==> src/rtl/pic_control_unit.sv <==
// PIC16 control unit: Q1..Q4 phase sequencer, instruction register, decoder and skip/flush logic.
// Define CU_CALL_STACK_EN to enable CALL/RETURN/RETLW and the call-stack pointer.

package pic_cu_pkg;
    typedef enum logic [3:0] {
        ALU_NOP    = 4'd0,
        ALU_ADD    = 4'd1,
        ALU_SUB    = 4'd2,
        ALU_AND    = 4'd3,
        ALU_IOR    = 4'd4,
        ALU_XOR    = 4'd5,
        ALU_PASSLF = 4'd6,
        ALU_PASSW  = 4'd7,
        ALU_CLR    = 4'd8,
        ALU_COM    = 4'd9,
        ALU_INC    = 4'd10,
        ALU_DEC    = 4'd11,
        ALU_RLF    = 4'd12,
        ALU_RRF    = 4'd13,
        ALU_SWAP   = 4'd14
    } alu_op_e;

    typedef enum logic [1:0] {
        Q1 = 2'd0,
        Q2 = 2'd1,
        Q3 = 2'd2,
        Q4 = 2'd3
    } q_phase_e;
endpackage

module pic_control_unit
    import pic_cu_pkg::*;
#(
    parameter int PC_W    = 11,
    parameter int STACK_D = 8
) (
    input  logic                       clk,
    input  logic                       rst,
    input  logic [13:0]                instr_in,
    input  logic                       alu_out_z,
    input  logic                       alu_bit_test_res,
    output logic [1:0]                 q_phase,
    output logic [3:0]                 alu_op,
    output logic                       alu_d,
    output logic                       alu_d_wr_en,
    output logic                       alu_status_wr_en,
    output logic                       lf_sel_lit,
    output logic [6:0]                 f_addr,
    output logic [7:0]                 literal,
    output logic [2:0]                 bit_idx,
    output logic                       bit_wr_en,
    output logic                       bit_val,
    output logic                       pc_inc,
    output logic                       pc_load,
    output logic [PC_W-1:0]            pc_load_val,
    output logic                       stack_push,
    output logic                       stack_pop,
    output logic [$clog2(STACK_D)-1:0] stack_ptr,
    output logic                       illegal_instr
);

    q_phase_e    q_state, q_next;
    logic [13:0] ir;
    logic        flush;
    logic        is_q4;
    logic        set_flush;

    alu_op_e dec_op;
    logic    dec_d, dec_lf, dec_wr, dec_st, dec_bit_wr;
    logic    dec_load, dec_branch, dec_illegal;
    logic    dec_skip_z, dec_skip_clr, dec_skip_set;
`ifdef CU_CALL_STACK_EN
    logic    dec_push, dec_pop;
`endif

    // NOTE: sequential state uses non-blocking assignments so every flop samples pre-edge values.
    always_ff @(posedge clk) begin
        if (rst) q_state <= Q1;
        else     q_state <= q_next;
    end

    always_comb begin
        case (q_state)
            Q1:      q_next = Q2;
            Q2:      q_next = Q3;
            Q3:      q_next = Q4;
            default: q_next = Q1;
        endcase
    end

    // Fetch and skip bookkeeping both advance only at the end of Q4.
    always_ff @(posedge clk) begin
        if (rst) begin
            ir    <= '0;
            flush <= 1'b1;
        end else if (q_state == Q4) begin
            ir    <= instr_in;
            flush <= set_flush;
        end
    end

    // NOTE: every signal gets a default first so no path through the decoder can infer a latch.
    always_comb begin
        dec_op       = ALU_NOP;
        dec_d        = 1'b0;
        dec_lf       = 1'b0;
        dec_wr       = 1'b0;
        dec_st       = 1'b0;
        dec_bit_wr   = 1'b0;
        dec_load     = 1'b0;
        dec_branch   = 1'b0;
        dec_illegal  = 1'b0;
        dec_skip_z   = 1'b0;
        dec_skip_clr = 1'b0;
        dec_skip_set = 1'b0;
`ifdef CU_CALL_STACK_EN
        dec_push     = 1'b0;
        dec_pop      = 1'b0;
`endif
        if (!flush) begin
            case (ir[13:12])
                2'b00: begin
                    if (ir[11:8] == 4'h0) begin
                        if (ir[7]) begin
                            dec_op = ALU_PASSW;
                            dec_d  = 1'b1;
                            dec_wr = 1'b1;
                        end else if (ir[6:0] == 7'h08) begin
`ifdef CU_CALL_STACK_EN
                            dec_pop    = 1'b1;
                            dec_branch = 1'b1;
`else
                            dec_illegal = 1'b1;
`endif
                        end else if (ir[4:0] != 5'h00) begin
                            dec_illegal = 1'b1;
                        end
                    end else begin
                        dec_d  = ir[7];
                        dec_wr = 1'b1;
                        dec_st = 1'b1;
                        case (ir[11:8])
                            4'h1: dec_op = ALU_CLR;
                            4'h2: dec_op = ALU_SUB;
                            4'h3: dec_op = ALU_DEC;
                            4'h4: dec_op = ALU_IOR;
                            4'h5: dec_op = ALU_AND;
                            4'h6: dec_op = ALU_XOR;
                            4'h7: dec_op = ALU_ADD;
                            4'h8: dec_op = ALU_PASSLF;
                            4'h9: dec_op = ALU_COM;
                            4'hA: dec_op = ALU_INC;
                            4'hB: begin
                                dec_op     = ALU_DEC;
                                dec_st     = 1'b0;
                                dec_skip_z = 1'b1;
                            end
                            4'hC: dec_op = ALU_RRF;
                            4'hD: dec_op = ALU_RLF;
                            4'hE: begin
                                dec_op = ALU_SWAP;
                                dec_st = 1'b0;
                            end
                            4'hF: begin
                                dec_op     = ALU_INC;
                                dec_st     = 1'b0;
                                dec_skip_z = 1'b1;
                            end
                            default: dec_op = ALU_NOP;
                        endcase
                    end
                end
                2'b01: begin
                    case (ir[11:10])
                        2'b10:   dec_skip_clr = 1'b1;
                        2'b11:   dec_skip_set = 1'b1;
                        default: dec_bit_wr   = 1'b1;
                    endcase
                end
                2'b10: begin
                    if (ir[11]) begin
                        dec_load   = 1'b1;
                        dec_branch = 1'b1;
                    end else begin
`ifdef CU_CALL_STACK_EN
                        dec_push   = 1'b1;
                        dec_load   = 1'b1;
                        dec_branch = 1'b1;
`else
                        dec_illegal = 1'b1;
`endif
                    end
                end
                default: begin
                    // An all-ones word is erased program memory, not ADDLW 0xFF (that is 14'h3EFF).
                    if (&ir) begin
                        dec_illegal = 1'b1;
                    end else begin
                        dec_lf = 1'b1;
                        dec_wr = 1'b1;
                        dec_st = 1'b1;
                        casez (ir[11:8])
                            4'b00??: begin
                                dec_op = ALU_PASSLF;
                                dec_st = 1'b0;
                            end
                            4'b01??: begin
`ifdef CU_CALL_STACK_EN
                                dec_op     = ALU_PASSLF;
                                dec_st     = 1'b0;
                                dec_pop    = 1'b1;
                                dec_branch = 1'b1;
`else
                                dec_lf      = 1'b0;
                                dec_wr      = 1'b0;
                                dec_st      = 1'b0;
                                dec_illegal = 1'b1;
`endif
                            end
                            4'b1000: dec_op = ALU_IOR;
                            4'b1001: dec_op = ALU_AND;
                            4'b1010: dec_op = ALU_XOR;
                            4'b110?: dec_op = ALU_SUB;
                            4'b111?: dec_op = ALU_ADD;
                            default: begin
                                dec_lf      = 1'b0;
                                dec_wr      = 1'b0;
                                dec_st      = 1'b0;
                                dec_illegal = 1'b1;
                            end
                        endcase
                    end
                end
            endcase
        end
    end

    // A reset in Q4 must suppress every strobe of the aborted instruction.
    always_comb begin
        is_q4            = (q_state == Q4) && !rst;
        alu_d_wr_en      = is_q4 & dec_wr;
        alu_status_wr_en = is_q4 & dec_st;
        bit_wr_en        = is_q4 & dec_bit_wr;
        pc_inc           = is_q4 & ~dec_branch;
        pc_load          = is_q4 & dec_load;
        illegal_instr    = is_q4 & dec_illegal;
`ifdef CU_CALL_STACK_EN
        stack_push       = is_q4 & dec_push;
        stack_pop        = is_q4 & dec_pop;
`else
        stack_push       = 1'b0;
        stack_pop        = 1'b0;
`endif
        set_flush = dec_branch
                  | (dec_skip_z   &  alu_out_z)
                  | (dec_skip_clr & ~alu_bit_test_res)
                  | (dec_skip_set &  alu_bit_test_res);
    end

    assign q_phase     = q_state;
    assign alu_op      = dec_op;
    assign alu_d       = dec_d;
    assign lf_sel_lit  = dec_lf;
    assign f_addr      = ir[6:0];
    assign literal     = ir[7:0];
    assign bit_idx     = ir[9:7];
    assign bit_val     = ir[10];
    assign pc_load_val = ir[PC_W-1:0];

`ifdef CU_CALL_STACK_EN
    localparam int SP_W = $clog2(STACK_D);
    localparam logic [SP_W-1:0] SP_MAX = SP_W'(STACK_D - 1);

    logic [SP_W-1:0] sp;

    always_ff @(posedge clk) begin
        if (rst)             sp <= '0;
        else if (stack_push) sp <= (sp == SP_MAX) ? '0 : sp + 1'b1;
        else if (stack_pop)  sp <= (sp == '0) ? SP_MAX : sp - 1'b1;
    end

    assign stack_ptr = sp;
`else
    assign stack_ptr = '0;
`endif

endmodule
==> config.mk <==
export PLATFORM = sky130hd
export DESIGN_NAME = pic_control_unit
export DESIGN_NICKNAME = d
export VERILOG_FILES = /design/src/rtl/pic_control_unit.sv
export SDC_FILE = /design/constraint.sdc
export NUM_CORES = 1
export LEC_CHECK = 0
export ABC_AREA = 1
export CAP_MARGIN = 15
export CORE_UTILIZATION = 44
export CTS_CLUSTER_SIZE = 25
export DETAILED_ROUTE_END_ITERATION = 10
export GPL_ROUTABILITY_DRIVEN = 0
export GPL_TIMING_DRIVEN = 0
export PLACE_DENSITY = 0.85
export SETUP_SLACK_MARGIN = 0.05
export SKIP_LAST_GASP = 1
export SLEW_MARGIN = 30
export SYNTH_ARGS = -nofsm -noshare
export SYNTH_HDL_FRONTEND = slang
export SYNTH_SLANG_ARGS = --single-unit
export TNS_END_PERCENT = 10
==> constraint.sdc <==
create_clock -name clk -period 3.15 [get_ports clk]
set_clock_uncertainty 0.1 [all_clocks]
set_input_delay 0.7875 -clock clk [delete_from_list [all_inputs] [get_ports clk]]
set_output_delay 0.7875 -clock clk [all_outputs]
set_load 0.01 [all_outputs]
==> results of run 1 <==
layer usage:
| metal | wire (um) | share of wire [%] | vias up |
|---|---|---|---|
| met5 | 0 | 0 | - |
| met4 | 51 | 1.5 | 0 |
| met3 | 250 | 7.3 | 8 |
| met2 | 1607 | 47 | 59 |
| met1 | 1502 | 44 | 681 |
| li1 | - | - | 791 |
placed cells by master (no fill, tap or decap), types with 5 or more instances in the layout:
cell              n
clkdlybuf4s50_1  59
nor2_1           22
inv_1            24
buf_4            34
conb_1            5
nand2_1          33
dfxtp_1          17
o21ai_2           9
nand3_1          26
o21ai_0          11
a21oi_1           7
repair_timing:
action,CTS,global route
endpoints found under the setup margin,6,5
buffers inserted,0,0
resized for setup,3,1
hold buffers,0,0
synthesized netlist by cell type:
cell type / count
nor2_2: 1
nand2_1: 33
a21oi_1: 7
nor2_4: 1
o21ai_1: 1
o21ai_2: 9
nand4_1: 4
nand2_2: 1
a21oi_2: 1
nor4_1: 1
nand3_1: 27
buf_6: 4
inv_2: 2
inv_1: 25
nand3_2: 1
or2_1: 1
clkbuf_1: 2
conb_1: 1
nor3_1: 3
ha_1: 3
nor2_1: 22
dfxtp_1: 17
buf_2: 2
o21ai_0: 11
buf_4: 34
xnor2_1: 1
final timing paths:
| path | start | end | slack [ns] | depth (start not counted) |
|---|---|---|---|---|
| setup / recovery | rst | alu_status_wr_en | 0.03 | 5 |
| hold / removal | ir[5] | ir[5] | 0.45 | 2 |
| setup reg to reg | q_phase[0] | ir[0] | 1.66 | 6 |
| hold reg to reg | ir[5] | ir[5] | 0.45 | 2 |
sequential cells by signal, summed over array words and instances, names as in the netlist:
signal,flops
flush,1
q_phase,2
ir,14
power by group through the flow:
stage / clock, mW / combinational, mW / sequential [mW]
after global routing: 0.130 / 0.565 / 0.307
after floorplan: 0 / 0.317 / 0.299
after global placement: 0 / 0.503 / 0.303
after detailed placement: 0 / 0.509 / 0.303
after CTS: 0.123 / 0.513 / 0.299
final: 0.120 / 0.512 / 0.299
cells by family after synthesis:
family | count (synthesis) | synth area share [%]
AO/OA/AOI/OAI | 29 | 12.86
adder cells (fa/ha/maj) | 3 | 2.643
XOR/XNOR | 1 | 0.6169
other | 1 | 0.2641
buffers and inverters | 69 | 29.52
flip-flops | 17 | 23.97
AND/OR/NAND/NOR | 95 | 30.13
worst max-delay path, stage by stage:
cell             delay, ns
clkdlybuf4s50_1       0.45
inv_2                 0.14
nand3_2               0.14
a21oi_1               0.16
clkdlybuf4s50_1       0.55
area by class of cell:
cell class | count | area share (%)
clock buffers | 3 | 1.055
plain buffers | 42 | 14.89
inverters | 27 | 4.748
well taps | 44 | 2.579
multi-input cells | 133 | 31.89
flip-flops and latches | 17 | 15.94
clock inverters | 1 | 0.2345
repair buffers | 61 | 28.66
metrics by stage:
| stage | TNS, ns | power, mW | cell area, sq um |
|---|---|---|---|
| 2_1_floorplan | 0 | 0.6167 | 1435 |
| 3_3_place_gp | -0.5386 | 0.8060 | 2101 |
| 3_5_place_dp | -0.7857 | 0.8126 | 2101 |
| 4_1_cts | -0.02278 | 0.9349 | 2132 |
| 5_1_grt | -0.05550 | 1.002 | 2135 |
| 6_report | 0 | 0.9314 | 2135 |
==> out/results.txt, run 1 <==
I/O pin count: 67
Yosys reg bits: 17
Area Overhead vs Synth: 50.31%
met1 usage in global routing: 26.08%
later-pin clock latency in the skew report: 0.29 ns
synthesized area divided by synthesized cell count: 6.605 sq um
post-layout minimum cycle time: 3.122 ns
clock power share: 12.9%
Static Leak: 0.9055 nW
final std cells w/o fill: 328
Ant. Diodes: 0
Layout Nets: 306
detailed-router iteration count before antenna repair: 4
starting utilization of the core area: 46.52%
gate count of the mapped netlist: 215
# clock sinks: 17
largest net degree at the start of global routing: 11
fmax: 0.3203 GHz
power density cells: 436.4 mW/mm^2
worst-path maximum fanout: 7
worst hold slack: 0.4515 ns
Pins Over Slew Limit: 0
worst setup slack after layout: 0.02771 ns
number of endpoints failing setup at the final stage: 0
Worst Setup Path Type: in2out
GR peak layer: met2
outcome: completed
synth warn: 0
initial antenna violation count: 0
share of layout cells above drive strength 1: 21.83%
Chip Height: 58.81 um
net switching power: 363.8 uW
DP HPWL: 2737 um
max_cap viols: 0
CTS tree: done
met2 layer usage reported by global route: 35.39%
clock root cell: clkbuf_4
required arrival time at the worst endpoint: 2.26 ns
Longest Clk Path Bufs: 2
Site Rows: 20
unique cell type count in the Yosys netlist: 26
starting DRC count in detailed routing: 54
fraction of power consumed by combinational cells: 55.0%
cell types with the largest area share after synthesis: dfxtp_1 (24%), buf_4 (18%), nand3_1 (9.5%)
detailed-route wire length: 3411 um
GRT Resource Usage Total: 20.62%
average via count per standard cell: 4.692
class of the most critical hold timing path: reg2reg
worst supply voltage drop on vdd: 0.3258 mV
Core Region: 0.003053 sq mm
part of the power in registers: 32.1%
IO Port Bufs: 61
crit share post-route: 99.12%
combined area of all synthesized cells: 0.001420 sq mm
area used by sequential logic in the layout: 340.3 sq um
wire length of the first global-routing pass: 5575 um
number of antenna-violating nets in the routed design: 0
internal portion of total power: 567.6 uW
Worst Setup Start Kind: primary input
total instance count after detailed placement: 324
vias after detailed routing: 1539
clock transition at the register clock pins on the worst setup and hold paths after CTS: 0.10 ns
setup repair after global routing missed its margin: yes
horizontal die dimension: 58.81 um
worst setup slack after placement: -0.2384 ns
Util after Layout: 69.92%
post-detailed-route DRC marker count: 0
total of fill cells in the finished design: 279
GRT met3 Usage: 4.176%
vias in the first global route: 1274
multi-input combinational cell area: 680.7 sq um
Worst Setup End Kind: output pin
global-route congestion overflow total: 0
final-report hold violation count: 0
H-tree levels: 1
proportion of netlist area held by the largest area contributor: 23.96%
number of clock buffers inserted by TritonCTS: 3
sequential area share after synthesis: 23.96%
arrival time of data at the critical path endpoint: 2.23 ns
final routed wire length divided by cell count: 10.40 um
most area-hungry cell type in the Yosys netlist: dfxtp_1
switch share: 39.06%
overall die area: 0.003459 sq mm
Power figures use the tool's default switching activity.
==> run 2: changes to the inputs <==
--- a/config.mk
+++ b/config.mk
@@ -12,7 +12,8 @@
 export DETAILED_ROUTE_END_ITERATION = 10
 export GPL_ROUTABILITY_DRIVEN = 0
 export GPL_TIMING_DRIVEN = 0
-export PLACE_DENSITY = 0.85
+export PLACE_DENSITY_LB_ADDON = 0.3
+export REMOVE_ABC_BUFFERS = 1
 export SETUP_SLACK_MARGIN = 0.05
 export SKIP_LAST_GASP = 1
 export SLEW_MARGIN = 30
==> run 2 against run 1 <==
Net effect: the run now ends with setup timing left; first-iteration DRC count shrank 41%; clock-buffer cell count stayed put; clock power hardly changed; core utilization fell by 9.7 points; critical path depth did not move; sequential cell count unchanged; register-to-register slack worse by 0.35 ns; cell count decreased by 13%; sequential share of layout area increased by 2.6 points; critical path type unchanged; critical endpoint unchanged.
==> out/results.txt, run 2 (same netlist as run 1, synthesis figures left out) <==
outcome: finished with violations
failing checks: setup timing
cell type of the slowest stage on the worst timing path: clkdlybuf4s50_1
clock root cell: clkbuf_4
max FFs per register: 14 (unchanged)
# clock sinks: 17 (unchanged)
setup TNS: -0.001571 ns (-0.001571 ns)
power density cells: 460.6 mW/mm^2 (+5.6%)
DP HPWL: 2402 um (-12%)
post-route cell area: 0.001838 sq mm (-14%)
H-tree levels: 1 (unchanged)
final-report hold violation count: 0 (unchanged)
IO Port Bufs: 61 (unchanged)
worst setup slack after layout: -0.001571 ns (-0.02928 ns)
starting DRC count in detailed routing: 32 (-41%)
arrival time of data at the critical path endpoint: 2.26 ns (+0.03 ns)
initial antenna violation count: 0 (unchanged)
Layout Nets: 265 (-13%)
worst-path maximum fanout: 5 (-2)
Longest Clk Path Bufs: 2 (unchanged)
final routed wire length divided by cell count: 11.08 um (+6.5%)
largest register by flop count: ir
Worst path most repeated cell: clkdlybuf4s50_1
post-layout minimum cycle time: 3.152 ns (+0.02928 ns)
most frequent standard cell in the layout excluding fill and tap cells: clkdlybuf4s50_1
Static Leak: 0.6829 nW (-25%)
crit share post-route: 100.0% (+0.93 points)
Worst Setup Start Kind: primary input
Area Overhead vs Synth: 29.43%
Chip Height: 58.81 um (unchanged)
largest net degree at the start of global routing: 18 (+7)
max_cap viols: 0 (unchanged)
global-route congestion overflow total: 0 (unchanged)
fmax: 0.3173 GHz (-0.93%)
number of clock buffers inserted by TritonCTS: 3 (unchanged)
vias after detailed routing: 1365 (-11%)
detailed-router iteration count before antenna repair: 4 (unchanged)
Ant. Diodes: 0 (unchanged)
cell chain of the critical path: clkdlybuf4s50_1 > clkinvlp_4 > nand3_2 > a21oi_2 > clkdlybuf4s50_1
Worst Setup End Kind: output pin
most used cells in the layout excluding fill and tap cells: clkdlybuf4s50_1 (59), nand2_1 (33), nand3_1 (26)
clock transition at the register clock pins on the worst setup and hold paths after CTS: 0.10 ns (about the same)
number of endpoints failing setup at the final stage: 1 (+1)
class of the most critical hold timing path: reg2reg
Core Region: 0.003053 sq mm (unchanged)
starting utilization of the core area: 46.52% (unchanged)
worst hold slack: 0.4466 ns (-0.004880 ns)
headroom to the max-slew limit: 53.78%
area post-placement: 0.001783 sq mm (-15%)
total instance count after detailed placement: 282 (-13%)
Pins Over Slew Limit: 0 (unchanged)
Site Rows: 20 (unchanged)
share of layout cells above drive strength 1: 10.70% (-11 points)
GRT Resource Usage Total: 20.06% (-0.56 points)
Util after Layout: 60.20% (-9.7 points)
CTS tree: done
setup repair after global routing missed its margin: yes
required arrival time at the worst endpoint: 2.26 ns (about the same)
Worst path max stage delay: 0.55 ns (about the same)
number of antenna-violating nets in the routed design: 0 (unchanged)
worst setup slack after placement: -0.4729 ns (-0.2344 ns)
wire length of the first global-routing pass: 5237 um (-6.1%)
overall die area: 0.003459 sq mm (unchanged)
average via count per standard cell: 4.756 (+1.4%)
pin slew with the least headroom to its limit: 0.6933 ns
I/O pin count: 67 (unchanged)
later-pin clock latency in the skew report: 0.30 ns (about the same)
worst supply voltage drop on vdd: 0.4101 mV (+26%)
detailed-route wire length: 3179 um (-6.8%)
final std cells w/o fill: 287 (-13%)
Worst Setup Path Type: in2out
post-detailed-route DRC marker count: 0 (unchanged)
final total power: 846.6 uW (-9.1%)
vias in the first global route: 1215 (-4.6%)
horizontal die dimension: 58.81 um (unchanged)
==> run 2: cell types whose count changed in the layout (fill, tap and decap cells not counted), sizes merged <==
cell | previous run | this run
buf | 40 | 1
clkinvlp | 0 | 1
clkbuf | 5 | 3
inv | 27 | 26
==> run 2: path summary, 6_finish.rpt <==
kind	endpoint	start	slack [ns]	depth (start not counted)
setup / recovery	alu_status_wr_en	rst	-0.002	5
hold / removal	ir[6]	ir[6]	0.45	2
hold reg to reg	ir[6]	ir[6]	0.45	2
setup reg to reg	ir[5]	q_phase[1]	1.31	3
==> run 2: repair_timing <==
item,4_1_cts,5_1_grt
endpoints found under the hold margin,0,0
setup endpoints to repair,6,9
hold buffers,0,0
gates resized for setup,2,5
buffers inserted,1,0
pin swaps,1,0
==> run 2: where the power goes <==
part	internal [mW]	switching [mW]	total, mW
registers	0.253	0.0576	0.310
logic	0.199	0.215	0.414
clock network	0.0474	0.0745	0.122
==> run 2: critical path, delay by kind of cell <==
family / cells / cell delay [ns]
AO/OA/AOI/OAI: 1 / 0.16
AND/OR/NAND/NOR: 1 / 0.16
buffers and inverters: 3 / 1.17
==> run 2: final cells by class <==
class	instances	area, sq um
Clock inverter	1	5.005
Fill cell	306	1215
Inverter	27	105.1
Sequential cell	17	340.3
Tap cell	44	55.05
Timing Repair Buffer	62	619.3
Clock buffer	3	22.52
Multi-Input combinational cell	133	690.7
==> run 2: per-layer routing <==
layer / up-vias / GRT usage [%] / routed length, um
met4: 0 / 9.864 / 84
met5: - / 0 / 0
met3: 7 / 3.736 / 265
li1: 700 / - / -
met1: 593 / 24.02 / 1395
met2: 65 / 34.25 / 1433
==> run 3: changes to the inputs <==
--- a/config.mk
+++ b/config.mk
@@ -7,6 +7,7 @@
 export LEC_CHECK = 0
 export ABC_AREA = 1
 export CAP_MARGIN = 15
+export CORE_ASPECT_RATIO = 0.75
 export CORE_UTILIZATION = 44
 export CTS_CLUSTER_SIZE = 25
 export DETAILED_ROUTE_END_ITERATION = 10
==> run 3 against run 2 <==
Net effect: the run still ends with setup timing left; non-clock buffer count increased by 1; critical path depth is the same; sequential power about the same; sequential share of layout area shrank 0.19 points; register-to-register slack got worse by 0.20 ns; wire length rose by 2.0%; largest cell class unchanged.
==> out/results.txt, run 3 (same netlist as run 1, synthesis figures left out) <==
quantity of hold-fixing buffers added after cts: 0 (unchanged)
post-detailed-route DRC marker count: 0 (unchanged)
reg-to-reg critical path endpoint: ir[4]
clock transition at the register clock pins on the worst setup and hold paths after CTS: 0.06 ns (-0.04 ns)
WHS Path Cells: 2 (unchanged)
most used cells in the layout excluding fill and tap cells: clkdlybuf4s50_1 (59), nand2_1 (33), nand3_1 (26)
Static Leak: 0.6949 nW (+1.8%)
source of the worst register-to-register timing path: q_phase[1]
Ant. Diodes: 0 (unchanged)
post-layout minimum cycle time: 3.176 ns (+0.02448 ns)
Worst Hold Endpoint: ir[5]
arrival time of data at the critical path endpoint: 2.29 ns (+0.03 ns)
clock root cell: clkbuf_8
Core Region: 0.002999 sq mm (-1.8%)
Util after Layout: 61.91% (+1.7 points)
area used by sequential logic in the layout: 340.3 sq um (unchanged)
largest register by flop count: ir
max_cap viols: 0 (unchanged)
part of the power in registers: 35.2% (-1.5 points)
final-report hold violation count: 0 (unchanged)
worst setup slack after placement: -0.5001 ns (-0.02729 ns)
share of layout cells above drive strength 1: 10.25% (-0.45 points)
Longest Clk Path Bufs: 2 (unchanged)
Worst Setup Start Kind: primary input
detailed-route wire length: 3242 um (+2.0%)
internal portion of total power: 541.0 uW (+8.4%)
IO Port Bufs: 61 (unchanged)
clock power share: 18.1% (+3.7 points)
number of antenna-violating nets in the routed design: 0 (unchanged)
detailed-router iteration count before antenna repair: 4 (unchanged)
Area Overhead vs Synth: 30.75%
worst setup slack after layout: -0.02605 ns (-0.02448 ns)
# clock sinks: 17 (unchanged)
Site Rows: 17 (-15%)
average via count per standard cell: 4.922 (+3.5%)
final std cells w/o fill: 282 (-1.7%)
post-route cell area: 0.001857 sq mm (+1.0%)
later-pin clock latency in the skew report: 0.25 ns (-0.05 ns)
DP HPWL: 2410 um (+0.31%)
pin slew with the least headroom to its limit: 0.6914 ns (-0.001984 ns)
Pins Over Slew Limit: 0 (unchanged)
count of cells along the worst register-to-register path: 3 (unchanged)
starting DRC count in detailed routing: 48 (+50%)
setup repair after global routing missed its margin: yes
total instance count after detailed placement: 276 (-2.1%)
initial antenna violation count: 0 (unchanged)
area post-placement: 0.001775 sq mm (-0.42%)
multi-input combinational cell area: 691.9 sq um (+0.18%)
worst supply voltage drop on vdd: 0.3712 mV (-9.5%)
failing checks: setup timing
overall die area: 0.003461 sq mm (about the same)
vias in the first global route: 1163 (-4.3%)
horizontal die dimension: 67.60 um (+15%)
outcome: finished with violations
H-tree levels: 1 (unchanged)
power density cells: 477.1 mW/mm^2 (+3.6%)
Worst Setup End Kind: output pin
crit share post-route: 100.8% (+0.78 points)
fraction of power consumed by combinational cells: 46.7% (-2.3 points)
class of the most critical hold timing path: reg2reg
switch share: 38.93% (-2.1 points)
fmax: 0.3149 GHz (-0.77%)
most frequent standard cell in the layout excluding fill and tap cells: clkdlybuf4s50_1
final routed wire length divided by cell count: 11.50 um (+3.8%)
net switching power: 344.9 uW (-0.74%)
vias after detailed routing: 1388 (+1.7%)
max FFs per register: 14 (unchanged)
CTS tree: done
number of clock buffers inserted by TritonCTS: 3 (unchanged)
number of endpoints failing setup at the final stage: 3 (+2)
Layout Nets: 266 (+0.38%)
headroom to the max-slew limit: 53.91% (+0.13 points)
starting utilization of the core area: 47.35% (+0.83 points)
Worst Setup Path Type: in2out
largest net degree at the start of global routing: 18 (unchanged)
Chip Height: 51.20 um (-13%)
total of fill cells in the finished design: 302 (-1.3%)
global-route congestion overflow total: 0 (unchanged)
flop-to-flop setup slack: 1.11 ns (-0.20 ns)
wire length of the first global-routing pass: 5278 um (+0.78%)
start point of the worst hold path: ir[5]
GRT Resource Usage Total: 20.25% (+0.20 points)
required arrival time at the worst endpoint: 2.26 ns (about the same)
worst-path maximum fanout: 5 (unchanged)
I/O pin count: 67 (unchanged)
worst hold slack: 0.4346 ns (-0.01200 ns)
## run 3: cell types whose count changed in the layout (fill, tap and decap cells not counted), moves of 2 or more
| cell | before | now |
|---|---|---|
| a21oi_1 | 5 | 7 |
| a21oi_2 | 3 | 1 |
| clkbuf_4 | 3 | 0 |
| clkbuf_8 | 0 | 3 |
## run 3: area by class of cell
class                           count  area share, %
Inverter                           27          5.660
Clock buffer                        4          2.426
Tap cell                           38          2.561
Timing Repair Buffer               63          33.76
Sequential cell                    17          18.33
Multi-Input combinational cell    133          37.26
## run 3: what timing repair did
| item | in CTS | in global routing |
|---|---|---|
| endpoints found under the setup margin | 6 | 8 |
| buffers inserted | 2 | 0 |
| resized for setup | 5 | 1 |
## run 3: power groups by stage
| stage | combinational [mW] | clock, mW | sequential [mW] |
|---|---|---|---|
| 6_report | 0.414 | 0.160 | 0.312 |
| 5_1_grt | 0.466 | 0.175 | 0.321 |
| 4_1_cts | 0.415 | 0.165 | 0.310 |
| 3_5_place_dp | 0.408 | 0 | 0.315 |
| 3_3_place_gp | 0.406 | 0 | 0.314 |
| 2_1_floorplan | 0.199 | 0 | 0.333 |
## run 3: routing by layer
layer  wire length (um)  vias to the layer above  GRT usage [%]
met2               1421                       56          32.01
met3                248                        2          4.688
li1                   -                      711              -
met4                 17                        0          4.255
met1               1554                      619          27.61
met5                  0                        -              0
## run 3: critical path, stage by stage
cell	delay, ns
clkdlybuf4s50_1	0.47
clkinvlp_4	0.13
nand3_2	0.15
a21oi_1	0.19
clkdlybuf4s50_1	0.55
## run 3: worst max path at each step
| stage | start | to |
|---|---|---|
| 2_1_floorplan | rst | bit_wr_en |
| 3_3_place_gp | rst | bit_wr_en |
| 3_5_place_dp | rst | bit_wr_en |
| 4_1_cts | rst | pc_inc |
| 5_1_grt | rst | alu_d_wr_en |
| 6_report | rst | alu_d_wr_en |
## run 3: through the flow
stage	power (mW)	setup TNS, ns
CTS	0.8902	-0.08977
global route	0.9622	-0.3110
finish	0.8859	-0.04214
floorplan	0.5321	0
global placement	0.7193	-2.175
detailed placement	0.7234	-2.344
==> patch: new RTL, settings of run 3 <==
The parameter `PC_W` goes from 11 to 10.
--- a/src/rtl/pic_control_unit.sv
+++ b/src/rtl/pic_control_unit.sv
@@ -32,5 +32,5 @@
     import pic_cu_pkg::*;
 #(
-    parameter int PC_W    = 11,
+    parameter int PC_W    = 10,
     parameter int STACK_D = 8
 ) (
Interface: changed (resized pc_load_val); port bits go from 67 to 66. No check against the original RTL was run, so the function may have changed too.
==> patch against run 3 <==
- synthesized area fell by 0.53%
- register-to-register slack better by 0.10 ns
- cell area is 1.8% lower
- the run still ends with negative setup slack left
- synthesized cell count decreased by 0.47%
- worst setup slack worse by 0.089 ns
- combinational power is 2% lower
- global-route usage is 0.56 points lower
- routed wire length is 3.5% lower
- sequential cell count did not move
- highest routed layer unchanged
- total power down 0.78%
==> patch: results (changes against run 3) <==
worst-skew pair later-pin latency - 0.25 ns (about the same)
Slew @ Worst Pin - 0.685 ns (was 0.691 ns)
DRT met1 WL - 1.46 mm (was 1.55 mm)
largest net degree at the start of global routing - 18 (unchanged)
pwr/cell area - 482 nW/um^2 (was 477 nW/um^2)
vias in the first global route - 1147 (was 1163)
IO buf count - 60 (was 61)
via count - 1361 (was 1388)
Global Route met2 Usage - 0.308 (was 0.320)
Vias/cell - 4.86 (was 4.92)
clock-pin slew of the registers on the worst-case setup and hold paths - 0.06 ns (about the same)
DRT iter0 DRCs - 78 (was 48)
final WL - 3.13 mm (was 3.24 mm)
postcts setup bufs - 1 (was 2)
Avg Cell Area, Syn - 6.60 sq um (was 6.61 sq um)
Setup WS pre-CTS - -0.468 ns (was -0.500 ns)
detailed placer's ending HPWL - 2.39 mm (was 2.41 mm)
TritonCTS Buffers - 3 (unchanged)
layout filler cell count - 306 (was 302)
nets - 264 (was 266)
sequential area share after synthesis - 0.241 (was 0.240)
WP data arrival - 2.38 ns (was 2.29 ns)
cell family with most CP delay - buffers and inverters (unchanged)
FFs w/ async S/R, synth - 0 (unchanged)
ys flop type - dfxtp_1 (unchanged)
first-pass GRT wire length - 5.13 mm (was 5.28 mm)
Critical Path Max Stage Delay - 0.58 ns (was 0.55 ns)
setup TNS - -0.265 ns (was -0.0421 ns)
violations in the final reports - negative setup slack (unchanged)
Top reg by flops - ir (unchanged)
gr usage total - 0.197 (was 0.203)
met1 GRT Util - 0.270 (was 0.276)
DP Cell Count - 275 (was 276)
maximum vdd drop - 406 uV (was 371 uV)
Gate power share - 0.463 (was 0.467)
uppermost layer routed - met4 (unchanged)
LEAKAGE - 0.686 nW (was 0.695 nW)
synth cell count leaders - buf_4, nand2_1, nand3_1 (unchanged)
Ant. Diodes - 0 (unchanged)
status - complete, but fails checks (unchanged)
max FFs per register - 14 (unchanged)
Area after DPL - 1770 sq um (was 1780 sq um)
Netlist cell types - 26 (unchanged)
busiest grt layer - met2 (unchanged)
critical path's slowest cell - clkdlybuf4s50_1 (unchanged)
metal3 WL - 256 microns (was 248 microns)
# resized after CTS - 2 (was 5)
CTS root buf - clkbuf_8 (unchanged)
synth top area cells - dfxtp_1, buf_4, nand3_1, nand2_1, inv_1 (unchanged)
proportion of layout cells with a drive suffix above 1 - 0.0868 (was 0.102)
setup ws final - -0.115 ns (was -0.0260 ns)
met3 Use GR - 0.0603 (was 0.0469)
Initial Util - 0.471 (was 0.474)
routed length on met2 - 1.40 mm (was 1.42 mm)
final setup fails - 4 (was 3)
Clock power frac - 0.185 (was 0.181)
P_int - 0.538 mW (was 0.541 mW)
critical path fanouts, max - 5 (unchanged)
patch: cell count changes after synthesis:
| cell | delta |
|---|---|
| buf_4 | -1 |
patch: cells by family after synthesis:
group,after synthesis,synth area share
compound gates,29,0.129
xor+xnor,1,0.00620
fa+ha+maj,3,0.0266
buf+inv,68,0.291
flops,17,0.241
other cells,1,0.00265
simple gates,95,0.303
patch: cell type report:
type / count / area (sq um) / share of cell area
Timing Repair Buffer: 61 / 609 / 0.334
Sequential cell: 17 / 340 / 0.187
Tap cell: 38 / 47.5 / 0.0261
Multi-Input combinational cell: 133 / 676 / 0.371
Clock buffer: 4 / 45.0 / 0.0247
Inverter: 27 / 105 / 0.0577
patch: final timing paths:
path / startpoint / to / slack (ns) / cells past startpoint
worst max-delay path: rst / pc_load / -0.12 / 5
worst min-delay path: ir[5] / ir[5] / 0.43 / 2
worst max register to register: q_phase[1] / flush / 1.21 / 4
worst min register to register: ir[5] / ir[5] / 0.43 / 2
